==> src/rtl/shifter_pkg.sv <==
// rtl/shifter_pkg.sv - op encodings and helpers shared by the pipelined shifter
package shifter_pkg;

    localparam logic [2:0] OP_SRL  = 3'b000;
    localparam logic [2:0] OP_SLL  = 3'b001;
    localparam logic [2:0] OP_SRA  = 3'b010;
    localparam logic [2:0] OP_PASS = 3'b011;
    localparam logic [2:0] OP_ROR  = 3'b100;
    localparam logic [2:0] OP_ROL  = 3'b101;

    function automatic logic is_left(input logic [2:0] op);
        return (op == OP_SLL) || (op == OP_ROL);
    endfunction

endpackage

==> src/rtl/shift_level.sv <==
// rtl/shift_level.sv - one log level of the barrel shifter, shifting by AMT when enabled
module shift_level
    import shifter_pkg::*;
#(
    parameter int WIDTH = 32,
    parameter int AMT   = 1
) (
    input  logic [WIDTH-1:0] data,
    input  logic             enable,
    input  logic [2:0]       op,
    output logic [WIDTH-1:0] shifted
);

    logic [WIDTH-1:0] rol;
    logic [WIDTH-1:0] ror;

    assign rol = {data[WIDTH-AMT-1:0], data[WIDTH-1:WIDTH-AMT]};
    assign ror = {data[AMT-1:0], data[WIDTH-1:AMT]};

    // SRA applied level by level keeps filling from the original sign bit
    always_comb begin
        shifted = data;
        if (enable) begin
            if (is_left(op)) begin
                shifted = (op == OP_ROL) ? rol : (data << AMT);
            end else begin
                case (op)
                    OP_SRL:  shifted = data >> AMT;
                    OP_SRA:  shifted = $signed(data) >>> AMT;
                    OP_ROR:  shifted = ror;
                    default: shifted = data;
                endcase
            end
        end
    end

endmodule

==> src/rtl/pipelined_shifter.sv <==
// rtl/pipelined_shifter.sv - barrel shifter with PIPE register stages and valid/ready flow control
module pipelined_shifter
    import shifter_pkg::*;
#(
    parameter  int WIDTH = 32,
    parameter  int PIPE  = 2,
    parameter  int TAG_W = 5,
    localparam int SHW   = $clog2(WIDTH)
) (
    input  logic             clk,
    input  logic             rst,
    input  logic             flush,
    input  logic             in_valid,
    output logic             in_ready,
    input  logic [WIDTH-1:0] in_data,
    input  logic [SHW-1:0]   in_shamt,
    input  logic [2:0]       in_op,
    input  logic [TAG_W-1:0] in_tag,
    output logic             out_valid,
    input  logic             out_ready,
    output logic [WIDTH-1:0] out_data,
    output logic [TAG_W-1:0] out_tag
);

    logic [WIDTH-1:0] d_q     [PIPE];
    logic [SHW-1:0]   amt_q   [PIPE];
    logic [2:0]       op_q    [PIPE];
    logic [TAG_W-1:0] tag_q   [PIPE];
    logic [PIPE-1:0]  v_q;

    logic [WIDTH-1:0] src_data [PIPE];
    logic [SHW-1:0]   src_amt  [PIPE];
    logic [2:0]       src_op   [PIPE];
    logic [TAG_W-1:0] src_tag  [PIPE];
    logic [PIPE-1:0]  src_v;
    logic [WIDTH-1:0] st_res   [PIPE];

    // ld[i]: stage i may load this cycle; ld[PIPE] stands for the consumer
    logic [PIPE:0]    ld;
    logic [PIPE-1:0]  adv;

    always_comb begin
        adv      = '0;
        ld       = '0;
        ld[PIPE] = out_ready;
        for (int i = PIPE - 1; i >= 0; i--) begin
            adv[i] = v_q[i] & ld[i+1];
            ld[i]  = ~v_q[i] | adv[i];
        end
    end

    assign in_ready = ~flush & ld[0];

    always_comb begin
        src_data[0] = in_data;
        src_amt[0]  = in_shamt;
        src_op[0]   = in_op;
        src_tag[0]  = in_tag;
        src_v[0]    = in_valid & in_ready;
        for (int i = 1; i < PIPE; i++) begin
            src_data[i] = d_q[i-1];
            src_amt[i]  = amt_q[i-1];
            src_op[i]   = op_q[i-1];
            src_tag[i]  = tag_q[i-1];
            src_v[i]    = v_q[i-1];
        end
    end

    for (genvar s = 0; s < PIPE; s++) begin : g_stage
        localparam int LO = s * SHW / PIPE;
        localparam int HI = (s + 1) * SHW / PIPE;

        logic [WIDTH-1:0] chain [HI-LO+1];

        assign chain[0] = src_data[s];

        for (genvar j = 0; j < HI - LO; j++) begin : g_level
            shift_level #(
                .WIDTH (WIDTH),
                .AMT   (1 << (LO + j))
            ) u_level (
                .data    (chain[j]),
                .enable  (src_amt[s][LO+j]),
                .op      (src_op[s]),
                .shifted (chain[j+1])
            );
        end

        assign st_res[s] = chain[HI-LO];
    end

    always_ff @(posedge clk or posedge rst) begin
        if (rst) begin
            v_q <= '0;
            for (int i = 0; i < PIPE; i++) begin
                d_q[i]   <= '0;
                amt_q[i] <= '0;
                op_q[i]  <= '0;
                tag_q[i] <= '0;
            end
        end else begin
            for (int i = 0; i < PIPE; i++) begin
                if (flush) begin
                    v_q[i] <= 1'b0;
                end else if (ld[i]) begin
                    v_q[i] <= src_v[i];
                end
                if (ld[i] && src_v[i]) begin
                    d_q[i]   <= st_res[i];
                    amt_q[i] <= src_amt[i];
                    op_q[i]  <= src_op[i];
                    tag_q[i] <= src_tag[i];
                end
            end
        end
    end

    assign out_valid = v_q[PIPE-1];
    assign out_data  = d_q[PIPE-1];
    assign out_tag   = tag_q[PIPE-1];

endmodule

==> config.mk <==
export PLATFORM = sky130hd
export DESIGN_NAME = pipelined_shifter
export DESIGN_NICKNAME = d
export VERILOG_FILES = /design/src/rtl/shifter_pkg.sv /design/src/rtl/shift_level.sv /design/src/rtl/pipelined_shifter.sv
export SDC_FILE = /design/constraint.sdc
export NUM_CORES = 1
export LEC_CHECK = 0
export BUFFER_PORTS_ARGS = -buffer_cell sky130_fd_sc_hd__buf_2
export CAP_MARGIN = 5
export CORE_ASPECT_RATIO = 0.5
export CORE_MARGIN = 8
export CORE_UTILIZATION = 45
export DETAILED_ROUTE_END_ITERATION = 12
export GPL_TIMING_DRIVEN = 0
export PLACE_DENSITY = 0.67
export SYNTH_ARGS = -nofsm -noshare
export SYNTH_HDL_FRONTEND = slang
export SYNTH_SLANG_ARGS = --single-unit
==> constraint.sdc <==
create_clock -name clk -period 2.9 [get_ports clk]
set_input_delay 0.29 -clock clk [delete_from_list [all_inputs] [get_ports clk]]
set_output_delay 0.29 -clock clk [all_outputs]
set_load 0.02 [all_outputs]
==> reports/results.ini <==
[setup_path]
cp_cell_sequence = buf_6 -> inv_2 -> buf_2 -> a21oi_1 -> a221oi_1 -> a221oi_1 -> a22oi_1 -> o21ai_1
critPathCaptureType = register
worstSetupStartpointType = register
critPathBufInv = 3
reg2reg_depth = 8
cp_top_family = compound AO/OA/AOI/OAI gates
worstPathArrival_ps = 2660
max_stage_delay_ps = 580
critPathMaxFanout = 10
critical_path.slowest_cell = a221oi_1
cpMostUsedCell = a221oi_1
crit_type = register to register
cp.required_ps = 3120
cp_num_cells = 8

[pwr]
ir_drop_mv = 0.337
p_per_area_nw_per_um2 = 676
p_leak_nw = 3.47
finalPower_mw = 5.46

[synthesis]
syn_inst = 850
yosys_register_bits = 82
syn_avg_cell_area_um2 = 8.28
async_flop_share_pct = 100
synth_fp_nets = 900
synth_edf_count = 0
ys_types = 79
ys_warn_count = 0
syn_area_um2 = 7040
synth_top_flop_cell = dfrtp_1
synth-seq-area-share_pct = 29.1

[clock_network]
cts_tree = yes
clkTransAtPathRegs_ps = 60
cts-resized-gates = 0
cts_sinks = 82
root_buffer = clkbuf_16
clockBufferDepth = 2
cts_buffers = 9
clock_latency_ps = 350
h-tree-depth = 3

[global_route]
grt_pass1_wl_mm = 42.0
antenna_found_initial = 0
grt_pass1_vias = 7059
globalRouteOverflowTotal = 0
grt_max_degree = 65
gr-usage-all-layers_pct = 26.1

[sta]
rsz0062_at_grt = false
worst_pin_slew_ps = 724
setup_ws_ps = 455
tns_ps = 0
finalClockSkew_ps = 5.92
fmax_mhz = 409
slew-limit-headroom_pct = 51.8
fin_crit_sh_pct = 84.3
drv_slew = 0
setup_viol = 0
layout_min_cycle_time_ps = 2450
hold_violations = 0

[finish]
antennaDiodeCount = 0
n_fill_cell = 1521
final_nets = 998
drive_above_1_share_pct = 23.3
syn_to_final_growth_pct = 14.6
fin_area_um2 = 8070

[die]
ios = 89
rows = 32
die_h_um = 104
dieArea_um2 = 20100
core_um2 = 15300
start_util_pct = 45.9
die_w_um = 193

[drt]
drtAntennaViolNets = 0
drc = 0
num_vias = 7520
drt_iter0_markers = 957
firstDrtPassIters = 9
wl_per_cell_um = 23.5
detail_route.wirelength_mm = 27.2
via_per_inst = 6.50

[place]
dpl_cell_area_um2 = 7750
port-buffer-count = 85
dp_slack_ps = 569
place_congestion = 0.940
hpwl_mm = 21.1

[flow_run]
drv_cap = 0

[status]
outcome = finished, final reports clean

[min_path]
whs_path_depth = 2
hold_class = primary input to register

[area by class of cell]
cell class | instances | area, um^2 | area share, %
sequential | 82 | 2050 | 25.4
tap | 204 | 255 | 3.16
clock buffer | 12 | 256 | 3.18
inverter | 8 | 32.5 | 0.403
buffer | 114 | 684 | 8.48
multi-input combinational | 646 | 4270 | 53.0
timing repair buffer | 87 | 463 | 5.74
clock inverter | 4 | 50.0 | 0.620
[worst paths after layout]
path / from / to / slack, ps
max: op_q[3] / out_data[9] / 450
min: flush / v_q[1] / 110
max reg2reg: op_q[3] / out_data[9] / 450
min reg2reg: src_tag[4] / out_tag[4] / 460
max in group asynchronous: rst / d_q[63] / 1870
min in group asynchronous: rst / out_data[29] / 430
[logic make-up after synthesis]
logic type	synth area share (%)
mux	4.89
buf+inv	10.1
simple gates	15.1
compound gates	40.7
flops	29.1
[per-layer routing]
layer	up-vias	GRT usage, %	routed length (um)
met4	0	6.40	464
li1	3417	-	-
met1	3592	38.1	12600
met2	474	38.1	11400
met5	-	0	0
met3	37	5.69	2780
[Yosys cell counts, drive strengths merged (2+ instances only)]
library cell  number  share of area (%)
nand2             97                5.4
buf               85                8.2
dfrtp             82                 29
a21oi             73                5.5
nor2              65                3.5
o21ai             64                4.7
a22o              57                7.1
a22oi             36                4.2
mux2i             31                4.4
clkbuf            29                1.5
a221oi            18                2.4
o21a              17                1.8
nand3             14                1.0
o22ai             14                1.2
a32o              13                1.9
o221ai            13                1.6
nand3b            12                1.3
o211ai            12                1.4
a31oi              9               0.89
nor2b              9               0.91
inv                7               0.37
o2bb2ai            7               0.87
nand2b             6               0.57
o22a               6               0.75
a21o               5               0.64
a221o              5               0.71
a2bb2oi            5               0.80
and2               5               0.44
nor3               5               0.36
a211o              4               0.50
a211oi             4               0.43
a21boi             3               0.59
a32oi              3               0.48
a41oi              3               0.37
mux2               3               0.48
nor3b              3               0.39
or3                3               0.27
a21bo              2               0.28
a222oi             2               0.28
nand4              2               0.27
o2111a             2               0.32
o21bai             2               0.21
or2                2               0.18
or3b               2               0.25
[report_power, final]
part / switching [mW] / internal, mW / total, mW
clock network: 0.474 / 0.713 / 1.19
logic: 1.55 / 1.05 / 2.60
registers: 0.264 / 1.40 / 1.67
total: 2.29 / 3.17 / 5.46
[state kept, by name, summed over array words and instances (netlist names)]
name      count
d_q          32
op_q          3
src_tag       5
out_tag       5
amt_q         3
v_q           2
out_data     32
[repair_timing]
item | CTS | global route
hold buffers | 1 | 0
setup buffers | 0 | 0
hold endpoints to repair | 18 | 0
[layout by cell type (no fill, tap or decap), drive strengths merged, types with 7 or more instances in the layout]
| cell type | synthesis | final |
|---|---|---|
| mux2i | 31 | 31 |
| o21a | 17 | 17 |
| nor2b | 9 | 9 |
| o211ai | 12 | 12 |
| nand3 | 14 | 14 |
| a221oi | 18 | 18 |
| a22oi | 36 | 36 |
| a32o | 13 | 13 |
| a31oi | 9 | 9 |
| o2bb2ai | 7 | 7 |
| nor2 | 65 | 65 |
| o21ai | 64 | 64 |
| nand3b | 12 | 12 |
| clkbuf | 29 | 41 |
| buf | 85 | 171 |
| a22o | 57 | 57 |
| dfrtp | 82 | 82 |
| nand2 | 97 | 97 |
| o221ai | 13 | 13 |
| o22ai | 14 | 14 |
| a21oi | 73 | 73 |
| inv | 7 | 7 |
[worst reg2reg max path, stage by stage (launching register included)]
cell and delay [ps]:
dfrtp_1 420, buf_6 170, inv_2 160, buf_2 310, a21oi_1 70, a221oi_1 580
a221oi_1 290, a22oi_1 220, o21ai_1 90
[metrics by stage]
stage / std cells / utilization, % / hold slack (ps)
floorplan: 850 / - / 356
global placement: 1139 / 50.4 / 447
detailed placement: 1140 / 50.5 / 258
CTS: 1157 / 52.6 / 111
global route: 1157 / 52.6 / 119
finish: 1157 / 52.6 / 113
Power figures use the tool's default switching activity.
